--- config.mk ---
export PLATFORM = sky130hd
export DESIGN_NAME = game_navigator
export DESIGN_NICKNAME = d
export VERILOG_FILES = /design/src/rtl/game_navigator.sv
export SDC_FILE = /design/constraint.sdc
export NUM_CORES = 1
export LEC_CHECK = 0
export CAP_MARGIN = 20
export CORE_AREA = 2 2 99 101
export CTS_BUF_LIST = sky130_fd_sc_hd__clkbuf_4
export DETAILED_ROUTE_END_ITERATION = 10
export DIE_AREA = 0 0 101 103
export DONT_BUFFER_PORTS = 1
export PLACE_DENSITY = 0.75
export REMOVE_ABC_BUFFERS = 1
export SYNTH_ARGS = -nofsm -noshare
export SYNTH_HDL_FRONTEND = slang
export SYNTH_SLANG_ARGS = --single-unit
--- constraint.sdc ---
create_clock -name clk -period 2.92 [get_ports clk]
set_input_delay 0.584 -clock clk [delete_from_list [all_inputs] [get_ports clk]]
set_output_delay 0.584 -clock clk [all_outputs]
set_load 0.02 [all_outputs]
--- src/rtl/game_navigator.sv ---
// game_navigator: menu/navigation front end for the VGA game renderer.
// Synchronises and debounces four active-low buttons, turns debounced
// presses into prioritised navigation events, keeps a shadow copy of the
// menu state, and publishes that copy only on frame_sync so the renderer
// never sees a mid-frame change.
//
// Ports:
//   clk              rising-edge clock
//   nreset           synchronous active-low reset
//   btn_*_n          raw active-low buttons (asynchronous to clk)
//   frame_sync       publish strobe (start of vertical blanking)
//   state_name       0=MAIN_MENU 1=OPTIONS 2=PLAY 3=HIGHSCORES
//   selected_element highlighted entry on the current screen
//   pix_w, pix_h     pixel scale factors, 1..PIX_MAX
//   state_changed    one-cycle pulse when a publish altered any output
module game_navigator #(
  parameter int DEBOUNCE_CYCLES = 250000,
  parameter int PIX_MAX         = 4,
  parameter int PIX_DEFAULT     = 2
) (
  input  logic       clk,
  input  logic       nreset,
  input  logic       btn_up_n,
  input  logic       btn_down_n,
  input  logic       btn_select_n,
  input  logic       btn_back_n,
  input  logic       frame_sync,
  output logic [1:0] state_name,
  output logic [3:0] selected_element,
  output logic [4:0] pix_w,
  output logic [4:0] pix_h,
  output logic       state_changed
);

  typedef enum logic [1:0] {
    MAIN_MENU  = 2'd0,
    OPTIONS    = 2'd1,
    PLAY       = 2'd2,
    HIGHSCORES = 2'd3
  } state_e;

  localparam int CNT_W = (DEBOUNCE_CYCLES > 1) ? $clog2(DEBOUNCE_CYCLES) : 1;
  localparam logic [CNT_W-1:0] CNT_LAST = CNT_W'(DEBOUNCE_CYCLES - 1);
  localparam logic [4:0] PIX_MAX_V = 5'(PIX_MAX);
  localparam logic [4:0] PIX_DEF_V = 5'(PIX_DEFAULT);

  // Bit order used throughout: 0=up 1=down 2=select 3=back.
  logic [3:0] raw;
  assign raw = {btn_back_n, btn_select_n, btn_down_n, btn_up_n};

  logic [3:0]       sync1_q, sync2_q, db_q, db_d, press_q, press_d;
  logic [CNT_W-1:0] cnt_q [4];
  logic [CNT_W-1:0] cnt_d [4];

  // Debounce: the counter only runs while the synchronised level disagrees
  // with the debounced level, so any bounce back restarts the count.
  always_comb begin
    for (int i = 0; i < 4; i++) begin
      db_d[i]  = db_q[i];
      cnt_d[i] = '0;
      if (sync2_q[i] != db_q[i]) begin
        if (cnt_q[i] == CNT_LAST) db_d[i]  = sync2_q[i];
        else                      cnt_d[i] = cnt_q[i] + 1'b1;
      end
      press_d[i] = db_q[i] & ~db_d[i];
    end
  end

  state_e     st_q, st_d, out_st_q;
  logic [3:0] sel_q, sel_d, out_sel_q;
  logic [4:0] pw_q, pw_d, ph_q, ph_d, out_pw_q, out_ph_q;
  logic       chg_q, chg_d;

  // Shadow FSM. The if/else chain order is the event priority:
  // back > select > up > down; losers in the same cycle are dropped.
  always_comb begin
    st_d  = st_q;
    sel_d = sel_q;
    pw_d  = pw_q;
    ph_d  = ph_q;
    case (st_q)
      MAIN_MENU: begin
        if (press_q[3]) begin
          // back does nothing here but still masks lower-priority events
        end else if (press_q[2]) begin
          case (sel_q)
            4'd0:    st_d = PLAY;
            4'd1:    st_d = OPTIONS;
            default: st_d = HIGHSCORES;
          endcase
          sel_d = 4'd0;
        end else if (press_q[0]) begin
          sel_d = (sel_q == 4'd0) ? 4'd2 : sel_q - 4'd1;
        end else if (press_q[1]) begin
          sel_d = (sel_q == 4'd2) ? 4'd0 : sel_q + 4'd1;
        end
      end
      OPTIONS: begin
        if (press_q[3] || (press_q[2] && sel_q == 4'd0)) begin
          st_d  = MAIN_MENU;
          sel_d = 4'd1;  // land on the OPTIONS entry
        end else if (press_q[2]) begin
          if (sel_q == 4'd1) pw_d = (pw_q == PIX_MAX_V) ? 5'd1 : pw_q + 5'd1;
          else               ph_d = (ph_q == PIX_MAX_V) ? 5'd1 : ph_q + 5'd1;
        end else if (press_q[0]) begin
          sel_d = (sel_q == 4'd0) ? 4'd2 : sel_q - 4'd1;
        end else if (press_q[1]) begin
          sel_d = (sel_q == 4'd2) ? 4'd0 : sel_q + 4'd1;
        end
      end
      PLAY: begin
        if (press_q[3]) begin
          st_d  = MAIN_MENU;
          sel_d = 4'd0;
        end
      end
      default: begin
        if (press_q[3]) begin
          st_d  = MAIN_MENU;
          sel_d = 4'd2;
        end
      end
    endcase
  end

  // Publish the end-of-cycle shadow value, so an event landing in the
  // frame_sync cycle is included.
  always_comb begin
    chg_d = frame_sync &&
            ({st_d, sel_d, pw_d, ph_d} != {out_st_q, out_sel_q, out_pw_q, out_ph_q});
  end

  always_ff @(posedge clk) begin
    if (!nreset) begin
      sync1_q   <= '1;
      sync2_q   <= '1;
      db_q      <= '1;
      press_q   <= '0;
      for (int i = 0; i < 4; i++) cnt_q[i] <= '0;
      st_q      <= MAIN_MENU;
      sel_q     <= '0;
      pw_q      <= PIX_DEF_V;
      ph_q      <= PIX_DEF_V;
      out_st_q  <= MAIN_MENU;
      out_sel_q <= '0;
      out_pw_q  <= PIX_DEF_V;
      out_ph_q  <= PIX_DEF_V;
      chg_q     <= 1'b0;
    end else begin
      sync1_q <= raw;
      sync2_q <= sync1_q;
      db_q    <= db_d;
      press_q <= press_d;
      for (int i = 0; i < 4; i++) cnt_q[i] <= cnt_d[i];
      st_q    <= st_d;
      sel_q   <= sel_d;
      pw_q    <= pw_d;
      ph_q    <= ph_d;
      if (frame_sync) begin
        out_st_q  <= st_d;
        out_sel_q <= sel_d;
        out_pw_q  <= pw_d;
        out_ph_q  <= ph_d;
      end
      chg_q <= chg_d;
    end
  end

  assign state_name       = out_st_q;
  assign selected_element = out_sel_q;
  assign pix_w            = out_pw_q;
  assign pix_h            = out_ph_q;
  assign state_changed    = chg_q;

endmodule

==> flow_summary.ini <==
[synthesis]
yosysMostFrequentCell = dfxtp_1
ys_seq_elements = 121
synthCells = 637
ys.flop_type = dfxtp_1
async_flop_share_pct = 0
synth_common_cells = dfxtp_1 (121), nor2_1 (116), nand2_1 (45), xnor2_1 (41), xor2_1 (39)
synth_warnings = 0
synth.yosys.seq_area_share_pct = 43.88
synth_area_leaders = dfxtp_1 (44%), nor2_1 (7.9%), xnor2_1 (6.5%)
syn_area_um2 = 5520
yosys.area.top_type = dfxtp_1
synth_top_area_share_pct = 43.88
synth_cell_types = 56
synth_edf_count = 0
avgSynthCellArea_um2 = 8.666

[placed_design]
io_buffers = 0
dpl_cell_area_um2 = 5677
dp_hpwl_um = 7524
pre_cts_slack_ns = 0.01428
gp_congestion = 0.8679

[global_route]
grt_pass1_vias = 4059
grt_pass1_wl_um = 18150
overflow = 0
grt_start_max_net_pins = 28
grt_antenna_before_repair = 0
grt_usage_pct = 21.94

[critical_path]
worstPathRequired_ns = 3.36
rr_endpoint = state_changed
r2r_slack_ns = 0.20
cp.arrival_ns = 3.16
critPathKind = register to register
end_kind = register
worst-path-max-fanout = 7
startpoint_type = register
r2r_start = sel_q[0]
ff2ff_path_depth = 9

[power_and_ir_drop]
powerDensity_nw_per_um2 = 493.2
ir_drop_mv = 0.4902
p_total_uw = 2957
leakagePower_uw = 0.002026

[timing]
fin_crit_sh_pct = 93.20
finalMaxSlewViolations = 0
tightest_slew_ns = 0.6417
tns_ns = 0
finalSetupViolations = 0
slew_headroom_pct = 57.10
finalClockSkew_ns = 0.01979
period_needed_ns = 2.721
fmax_ghz = 0.3674
hold_viol = 0
rsz0062_at_grt = no
timing.final.ws_setup_ns = 0.1985

[clock_network]
clockRootBuffer = clkbuf_4
numCtsBuffers = 17
cts_tree = yes
holdBufCountCts = 0
cts.clk_slew.worst_paths_ns = 0.13
cts_buffer_depth = 2
clk_latency_ns = 0.55
htree_levels = 4
cts_setup_buffers = 0
cts.sinks = 121

[finish]
seq_area_um2 = 2424
area_growth_syn_to_layout_pct = 8.613
diodes = 0
design_area_um2 = 5996
multi_input_area_um2 = 2924
fillers = 838
final_nets = 667
final_layout_size_suffix_gt1_share_pct = 9.697

[hold_path]
hold_start = nreset
hold_path_class = input pin to register
whs_path_depth = 1
min_to = ph_q[1]

[routing]
drt_iter0_markers = 159
viasPerCell = 5.602
postRouteWirelength_um = 10770
wl_per_cell_um = 13.91
vias = 4336
postRouteAntennaNets = 0
drt_pre_antenna_iters = 5
drc = 0

[floorplan]
die_area_um2 = 10400
rows = 36
io_pins = 24
initial_core_util_pct = 58.36
die_y_um = 103
die-width_um = 101
core_area_um2 = 9459

[status]
status = complete, no violations

[run]
maxCapViolCount = 0
-- cell type report --
cell class / count / area share (%)
Inverter: 27 / 1.690
Tap cell: 114 / 2.379
Multi-Input combinational cell: 466 / 48.77
Clock buffer: 18 / 2.254
Sequential cell: 121 / 40.42
Clock inverter: 14 / 2.734
Timing Repair Buffer: 14 / 1.753
-- worst max-delay path: stages (launching register included) --
cell and delay (ns):
dfxtp_2 0.40, inv_1 0.07, ha_1 0.24, or4b_4 0.56, nor3_1 0.28, xnor2_1 0.23
xnor2_1 0.12, nor4_2 0.26, nand4_1 0.14, o311a_1 0.31
-- logic make-up after synthesis --
family | Yosys count | synth area share (%)
xor+xnor | 80 | 12.69
fa+ha+maj | 13 | 2.947
simple gates | 293 | 26.29
mux | 12 | 2.244
buf+inv | 50 | 3.490
compound gates | 68 | 8.455
flops | 121 | 43.88
-- where the power goes --
| group | internal (µW) | switching [µW] | leakage (µW) |
|---|---|---|---|
| clock network | 536 | 696 | 0.000152 |
| registers | 1660 | 19.3 | 0.000979 |
| logic | 19.1 | 24.4 | 0.000895 |
-- per-stage QoR --
stage / hold WS, ns / utilization (%) / instances
finish: 0.09285 / 63.39 / 774
global route: 0.04246 / 63.39 / 774
CTS: 0.06467 / 63.21 / 774
detailed placement: 0.4069 / 60.01 / 742
global placement: 0.3947 / 60.01 / 742
floorplan: 0.3863 / - / 614
-- sequential cells by signal (all words and copies together) (netlist names), 4 cells and up --
name / cells
cnt_q: 72
db_q: 4
ph_q: 5
pix_h: 5
pix_w: 5
press_q: 4
pw_q: 5
sel_q: 4
selected_element: 4
sync1_q: 4
sync2_q: 4
-- cells in the final DEF (no fill, tap or decap), types with 9 or more instances in the layout --
| master | Yosys | layout |
|---|---|---|
| dfxtp_1 | 121 | 120 |
| nand3_1 | 33 | 33 |
| nand4_1 | 10 | 10 |
| nand2b_1 | 11 | 11 |
| xor2_1 | 39 | 39 |
| xnor2_1 | 41 | 41 |
| and3_1 | 15 | 15 |
| mux2i_1 | 9 | 9 |
| nor2_1 | 116 | 116 |
| a21oi_1 | 17 | 16 |
| nand2_1 | 45 | 45 |
| buf_4 | 0 | 14 |
| clkbuf_4 | 0 | 18 |
| ha_1 | 13 | 13 |
| nor4_1 | 13 | 12 |
| inv_1 | 26 | 26 |
| o21ai_0 | 12 | 12 |
| a211oi_1 | 14 | 14 |
-- timing repair --
item                       in CTS  in global routing
pin swaps                       0                  1
setup endpoints to repair       1                  1
gates resized for setup         1                  5
-- worst max path at each step --
| stage | from | endpoint | slack (ns) | cells past startpoint |
|---|---|---|---|---|
| 2_1_floorplan | sel_q[0] | state_changed | 0.30 | 9 |
| 3_3_place_gp | sel_q[0] | state_changed | 0.11 | 9 |
| 3_5_place_dp | sel_q[0] | state_changed | 0.01 | 9 |
| 4_1_cts | sel_q[0] | state_changed | 0.08 | 9 |
| 5_1_grt | sel_q[0] | state_changed | 0.03 | 9 |
| 6_report | sel_q[0] | state_changed | 0.20 | 9 |
-- layer usage --
metal / global-route usage, % / wire length, µm
met5: 0 / 0
met4: 8.316 / 146
met3: 6.576 / 498
met2: 36.21 / 5175
met1: 27.21 / 4945
Note: power is estimated with default switching activity, not from simulation.
